**src/rtl/gcd_pkg.sv**
```systemverilog
// Shared types and constants for the GCD scheduler slice.
package gcd_pkg;

  typedef enum logic [1:0] {
    IDLE   = 2'd0,
    ISSUE  = 2'd1,
    WAIT   = 2'd2,
    RETURN = 2'd3
  } sched_state_t;

  // Default operand/result width of the shared GCD unit.
  localparam int unsigned GCD_WL = 8;

endpackage

```
**src/rtl/rr_arbiter.sv**
```systemverilog
// Combinational round-robin arbiter: first requester at or after ptr wins,
// wrapping modulo N (N need not be a power of two).
module rr_arbiter #(
  parameter int unsigned N   = 4,
  parameter int unsigned IDW = (N > 1) ? $clog2(N) : 1
) (
  input  logic [N-1:0]   req,
  input  logic [IDW-1:0] ptr,
  output logic [N-1:0]   grant,
  output logic [IDW-1:0] grant_idx,
  output logic           any_req
);

  int unsigned     idx;
  logic [IDW-1:0]  sel;

  // Scan ptr, ptr+1, ... modulo N and keep the first active request.
  always_comb begin
    grant     = '0;
    grant_idx = '0;
    any_req   = 1'b0;
    idx       = 0;
    sel       = '0;
    for (int unsigned k = 0; k < N; k++) begin
      idx = 32'(ptr) + k;
      if (idx >= N) idx = idx - N;
      sel = IDW'(idx);
      if (!any_req && req[sel]) begin
        any_req    = 1'b1;
        grant[sel] = 1'b1;
        grant_idx  = sel;
      end
    end
  end

endmodule

```
**src/rtl/gcd_rr_scheduler.sv**
```systemverilog
// Round-robin sharing of one GCD unit among NREQ requesters; one operation
// outstanding at a time, result routed back to the issuing requester.
module gcd_rr_scheduler
  import gcd_pkg::*;
#(
  parameter int unsigned NREQ = 4,
  parameter int unsigned WL   = GCD_WL,
  parameter int unsigned IDW  = (NREQ > 1) ? $clog2(NREQ) : 1
) (
  input  logic              clk,
  input  logic              rst_b,
  input  logic [NREQ-1:0]   req_val,
  output logic [NREQ-1:0]   req_rdy,
  input  logic [NREQ*WL-1:0] req_a,
  input  logic [NREQ*WL-1:0] req_b,
  output logic [NREQ-1:0]   resp_val,
  input  logic [NREQ-1:0]   resp_rdy,
  output logic [WL-1:0]     resp_data,
  output logic              gcd_ops_val,
  input  logic              gcd_ops_rdy,
  output logic [WL-1:0]     gcd_ops_a,
  output logic [WL-1:0]     gcd_ops_b,
  input  logic              gcd_res_val,
  output logic              gcd_res_rdy,
  input  logic [WL-1:0]     gcd_res,
  output logic              busy,
  output logic [IDW-1:0]    owner
);

  sched_state_t    state, state_n;
  logic [IDW-1:0]  rr_ptr;
  logic [WL-1:0]   op_a, op_b, res_q;

  logic [NREQ-1:0] gnt;
  logic [IDW-1:0]  gnt_idx;
  logic            any_req;
  logic [NREQ-1:0] req_rdy_c;
  logic [WL-1:0]   sel_a, sel_b;
  logic            accept, res_take, resp_done;

  rr_arbiter #(.N(NREQ), .IDW(IDW)) u_arb (
    .req       (req_val),
    .ptr       (rr_ptr),
    .grant     (gnt),
    .grant_idx (gnt_idx),
    .any_req   (any_req)
  );

  // Operand mux for the winning requester.
  always_comb begin
    sel_a = '0;
    sel_b = '0;
    for (int unsigned i = 0; i < NREQ; i++) begin
      if (gnt_idx == IDW'(i)) begin
        sel_a = req_a[i*WL +: WL];
        sel_b = req_b[i*WL +: WL];
      end
    end
  end

  // State register.
  always_ff @(posedge clk or negedge rst_b) begin
    if (!rst_b) state <= IDLE;
    else        state <= state_n;
  end

  // Next-state and handshake outputs.
  always_comb begin
    state_n     = state;
    req_rdy_c   = '0;
    gcd_ops_val = 1'b0;
    gcd_res_rdy = 1'b0;
    resp_val    = '0;
    accept      = 1'b0;
    res_take    = 1'b0;
    resp_done   = 1'b0;
    case (state)
      IDLE: begin
        req_rdy_c = gnt;
        if (any_req) begin
          accept  = 1'b1;
          state_n = ISSUE;
        end
      end
      ISSUE: begin
        gcd_ops_val = 1'b1;
        if (gcd_ops_rdy) state_n = WAIT;
      end
      WAIT: begin
        gcd_res_rdy = 1'b1;
        if (gcd_res_val) begin
          res_take = 1'b1;
          state_n  = RETURN;
        end
      end
      RETURN: begin
        resp_val[owner] = 1'b1;
        if (resp_rdy[owner]) begin
          resp_done = 1'b1;
          state_n   = IDLE;
        end
      end
      default: state_n = IDLE;
    endcase
  end

  // The grant is combinational from req_val, so it is masked while reset is
  // asserted to keep every ready low during reset.
  assign req_rdy   = req_rdy_c & {NREQ{rst_b}};
  assign busy      = (state != IDLE);
  assign gcd_ops_a = op_a;
  assign gcd_ops_b = op_b;
  assign resp_data = res_q;

  // Operand/result capture, owner tracking and round-robin pointer update.
  always_ff @(posedge clk or negedge rst_b) begin
    if (!rst_b) begin
      rr_ptr <= '0;
      owner  <= '0;
      op_a   <= '0;
      op_b   <= '0;
      res_q  <= '0;
    end else begin
      if (accept) begin
        op_a  <= sel_a;
        op_b  <= sel_b;
        owner <= gnt_idx;
      end
      if (res_take) res_q <= gcd_res;
      if (resp_done) begin
        owner  <= '0;
        rr_ptr <= (owner == IDW'(NREQ - 1)) ? '0 : owner + IDW'(1);
      end
    end
  end

endmodule

```
**config.mk**
```make
export PLATFORM = sky130hd
export DESIGN_NAME = gcd_rr_scheduler
export DESIGN_NICKNAME = d
export VERILOG_FILES = /design/src/rtl/gcd_pkg.sv /design/src/rtl/rr_arbiter.sv /design/src/rtl/gcd_rr_scheduler.sv
export SDC_FILE = /design/constraint.sdc
export NUM_CORES = 1
export LEC_CHECK = 0
export CORE_ASPECT_RATIO = 0.5
export CORE_MARGIN = 2
export CORE_UTILIZATION = 35
export CTS_BUF_LIST = sky130_fd_sc_hd__clkbuf_8
export CTS_CLUSTER_SIZE = 12
export DETAILED_ROUTE_END_ITERATION = 10
export HOLD_SLACK_MARGIN = 0.03
export PLACE_DENSITY_LB_ADDON = 0.12
export SYNTH_ARGS = -nofsm -noshare
export SYNTH_HDL_FRONTEND = slang
export SYNTH_SLANG_ARGS = --single-unit
```
**constraint.sdc**
```tcl
create_clock -name clk -period 5.8 [get_ports clk]
set_input_delay 0.87 -clock clk [delete_from_list [all_inputs] [get_ports clk]]
set_output_delay 0.87 -clock clk [all_outputs]
set_load 0.02 [all_outputs]
```
==> flow_results.org <==
** Floorplan
- Number of I/O pins :: 121
- Site Rows :: 20
- Height of the die :: 61.3 um
- The die is 119 um wide.
- The die covers 7260 um2.
- The initial utilization of the core area, before any placement, comes to 37.0%.
- Core region area :: 6210 um2

** Timing
- Actual slew at the worst max-slew pin :: 1150 ps
- Aggregate negative setup slack :: 0 ps
- Max-slew headroom :: 23.2%
- Setup violation total in the final timing report :: 0
- RSZ-0062 raised after global routing :: false
- Final Max Slew Viols :: 0
- Period Utilization, post-route :: 78.9%
- Setup skew after layout :: 8.24 ps
- Peak clock frequency supported by timing :: 0.219 GHz
- Final critical delay including setup and external delays :: 4570 ps
- The final-report hold violation count was 0.

** Worst setup path
- Signal arrival time at the worst endpoint :: 3700 ps
- Along the worst path, the maximum fanout reaches 16.
- Endpoint required time on the critical path :: 4930 ps
- Setup CP Type :: reg -> out
- Startpoint type of the worst setup path :: flip-flop
- Capturing element type of the critical path :: output pin

** Detailed routing
- Post-detailed-route via-to-cell ratio :: 4.95
- After detailed routing, the average wire length per cell comes to 14.2 um.
- After detailed routing, the total wire length is 5.83 mm.
- For this run, design rule violations remaining after detail routing come to 0.
- The first detailed-routing pass ran for 4 iterations.
- Drt initial violations :: 76
- The routed layout has 2,036 vias.
- Once detail routing completed, the nets flagged for antenna violations numbered 0.

** Logic synthesis
- Count of yosys warnings during synthesis :: 0
- Fraction of synthesis flops using an asynchronous set or reset pin :: 100%
- Of the post-synthesis cell area, the part taken by muxes is 25.7%.
- Of the total synthesized cell area, the portion taken by full adders, half adders and majority gates is 8.72%.
- The synthesized netlist occupies a cell area of 2300 um2.
- Combinational family with the most area after synthesis :: multiplexers
- For this run, the leading register cell type out of synthesis is sky130_fd_sc_hd__dfrtp_1.
- Synthesized Nets :: 307
- For this run, the register share of the synthesized area comes to 32.7%.
- The synthesized netlist devotes 0% of its cell area to XOR and XNOR gates.
- Top cell type's share of synthesized area :: 32.7%
- Yosys attributes the largest share of cell area to sky130_fd_sc_hd__dfrtp_1 (33%), sky130_fd_sc_hd__mux2i_1 (16%), sky130_fd_sc_hd__ha_1 (8.7%).
- Simple-gate share of the synthesized area :: 11.0%
- After synthesis, the netlist uses 36 different library cells.
- Number of synthesized flops with an enable pin :: 0
- Of all cell types, the one taking the most synthesized area is sky130_fd_sc_hd__dfrtp_1.
- Summing the areas of all compound-gate instances in the mapped netlist gives 15.4% of the synthesized area.
- Average instance area after synthesis :: 11.1 um2
- In this run, synthesis produced a sequential element count of 30.
- Cell count after synthesis :: 207

** Worst hold path
- Hold Crit Class :: reg -> reg

** Cells and area
- Fraction of final layout cells with drive strength greater than 1 :: 10.5%
- In the final design database the tool counted 424 nets.
- Antenna Cells :: 0
- Area growth from synthesis to final layout :: 56.3%

** Power
- Summing internal, switching and leakage power gives 1.86 mW.
- Power density cells :: 519 nW/um2
- Largest vdd supply drop :: 0.176 mV
- Leakage Power :: 1.51 nW

** Clocking
- The number of clock buffers added by TritonCTS is 5.
- For the worst-skew pair, the clock arrives at the later sink with an insertion delay of 270 ps.
- Longest Clk Path Bufs :: 2
- In this run, post-CTS repair resized a total of 0 instances.
- Number of clock sinks :: 30
- Clock-pin slew was measured on the worst setup and hold paths at 60 ps.
- TritonCTS built the clock tree.
- # Post-CTS Setup Buffers :: 0
- Root buffer cell :: sky130_fd_sc_hd__clkbuf_8
- CTS H-tree depth :: 2
- After clock tree synthesis, the flow added hold-fix buffers numbering 0.

** Status
- The run finished with clean final reports.

** Placed design
- RD Place Congestion :: 0.803
- Detailed placement ended at an HPWL of 4.51 mm.
- Count of input and output buffers :: 120

** GRT
- Number of antenna violations at the first check in global routing :: 0
- The first global-routing pass estimated 9.52 mm of wire.
- Vias in the first global route :: 2,028
- GRT Residual Overflow :: 0
- Entering global routing, the biggest net connects 35 pins.
- In the global route stage, overall resource usage came out at 16.7%.

** Flow run
- Max-cap violations in this run came to 0.
==> final cells by class <==
| cell class | count | area, um2 |
|---|---|---|
| Fill cell | 548 | 2620 |
| Multi-Input combinational cell | 155 | 1400 |
| Timing Repair Buffer | 121 | 1210 |
| Sequential cell | 30 | 751 |
| Tap cell | 88 | 110 |
| Clock buffer | 6 | 82.6 |
| Inverter | 11 | 41.3 |
==> cell usage in the layout (no fill, tap or decap), drive strengths merged <==
cell / instances
a21o: 1
a21oi: 5
a22oi: 8
and2: 6
and3: 4
buf: 1
clkbuf: 6
clkdlybuf4s50: 120
dfrtp: 30
ha: 16
inv: 11
mux2: 10
mux2i: 36
mux4: 5
nand2: 21
nand2b: 2
nor2: 5
nor2b: 1
nor3: 4
nor4: 1
nor4b: 1
nor4bb: 1
o21ai: 8
o221ai: 16
o22ai: 1
o31ai: 1
or2: 2
==> flip-flops by register name, indices dropped and copies added, names as in the netlist <==
register,cells
gcd_ops_a,8
gcd_ops_b,8
owner,2
state,2
resp_data,8
rr_ptr,2
==> routing by layer <==
layer,part of all wire (%),vias up,track usage [%]
li1,-,1000,-
met1,43,966,19.5
met2,50,65,30.8
met3,6.8,5,5.37
met4,0.75,0,4.42
met5,0,-,0
==> worst paths after layout <==
path,startpoint,to,slack [ps],depth (start not counted)
max,rr_ptr[0]$_DFFE_PN0P_,req_rdy[1],1230,9
max reg2reg,rr_ptr[0]$_DFFE_PN0P_,gcd_ops_b[5]$_DFFE_PN0P_,1750,7
min,gcd_ops_a[3]$_DFFE_PN0P_,gcd_ops_a[3]$_DFFE_PN0P_,480,2
min in group asynchronous,rst_b,gcd_ops_a[0]$_DFFE_PN0P_,990,2
min reg2reg,gcd_ops_a[3]$_DFFE_PN0P_,gcd_ops_a[3]$_DFFE_PN0P_,480,2
max in group asynchronous,rst_b,state[0]$_DFFE_PN0P_,4510,2
==> power breakdown <==
part | internal (mW) | total (mW) | switching, mW | leakage, nW
clock | 0.0913 | 0.164 | 0.0723 | 0.0431
combinational | 0.624 | 1.29 | 0.667 | 1.10
sequential | 0.319 | 0.410 | 0.0915 | 0.366
total | 1.03 | 1.86 | 0.830 | 1.51
==> synth_stat cells, drive strengths merged (2+ instances only) <==
| library cell | instances |
|---|---|
| inv | 11 |
| and3 | 4 |
| buf | 9 |
| mux2i | 36 |
| mux2 | 10 |
| nand2b | 2 |
| nand2 | 21 |
| a21oi | 5 |
| a22oi | 8 |
| mux4 | 5 |
| dfrtp | 30 |
| and2 | 6 |
| ha | 16 |
| o21ai | 8 |
| clkbuf | 2 |
| o221ai | 16 |
| nor2 | 5 |
| or2 | 2 |
| nor3 | 4 |
==> cell families after synthesis <==
family                     Yosys count
AOI/OAI and AO/OA                   40
muxes                               51
adders and majority gates           16
buffers and inverters               22
and+or+nand+nor                     48
DFF                                 30
==> worst max-delay path, stage by stage, from the launching register on <==
cell and delay (ps):
sky130_fd_sc_hd__dfrtp_1 720, sky130_fd_sc_hd__inv_1 210, sky130_fd_sc_hd__ha_1 400, sky130_fd_sc_hd__mux4_2 600, sky130_fd_sc_hd__or2_4 290, sky130_fd_sc_hd__nor2_1 240, sky130_fd_sc_hd__a22oi_1 100, sky130_fd_sc_hd__o21ai_0 100
sky130_fd_sc_hd__and3_1 170, sky130_fd_sc_hd__clkdlybuf4s50_1 590
==> per-stage QoR <==
stage / hold WS, ps / std cells / instance area, um2 / setup slack [ps] / utilization [%]
finish: 484 / 411 / 3590 / 1230 / 57.8
detailed placement: 474 / 405 / 3510 / 1380 / 56.5
CTS: 492 / 411 / 3590 / 1190 / 57.8
floorplan: 574 / 207 / 2300 / 2460 / -
global route: 509 / 411 / 3590 / 947 / 57.8
global placement: 471 / 405 / 3510 / 1500 / 56.5
Note: power is estimated with default switching activity, not from simulation.
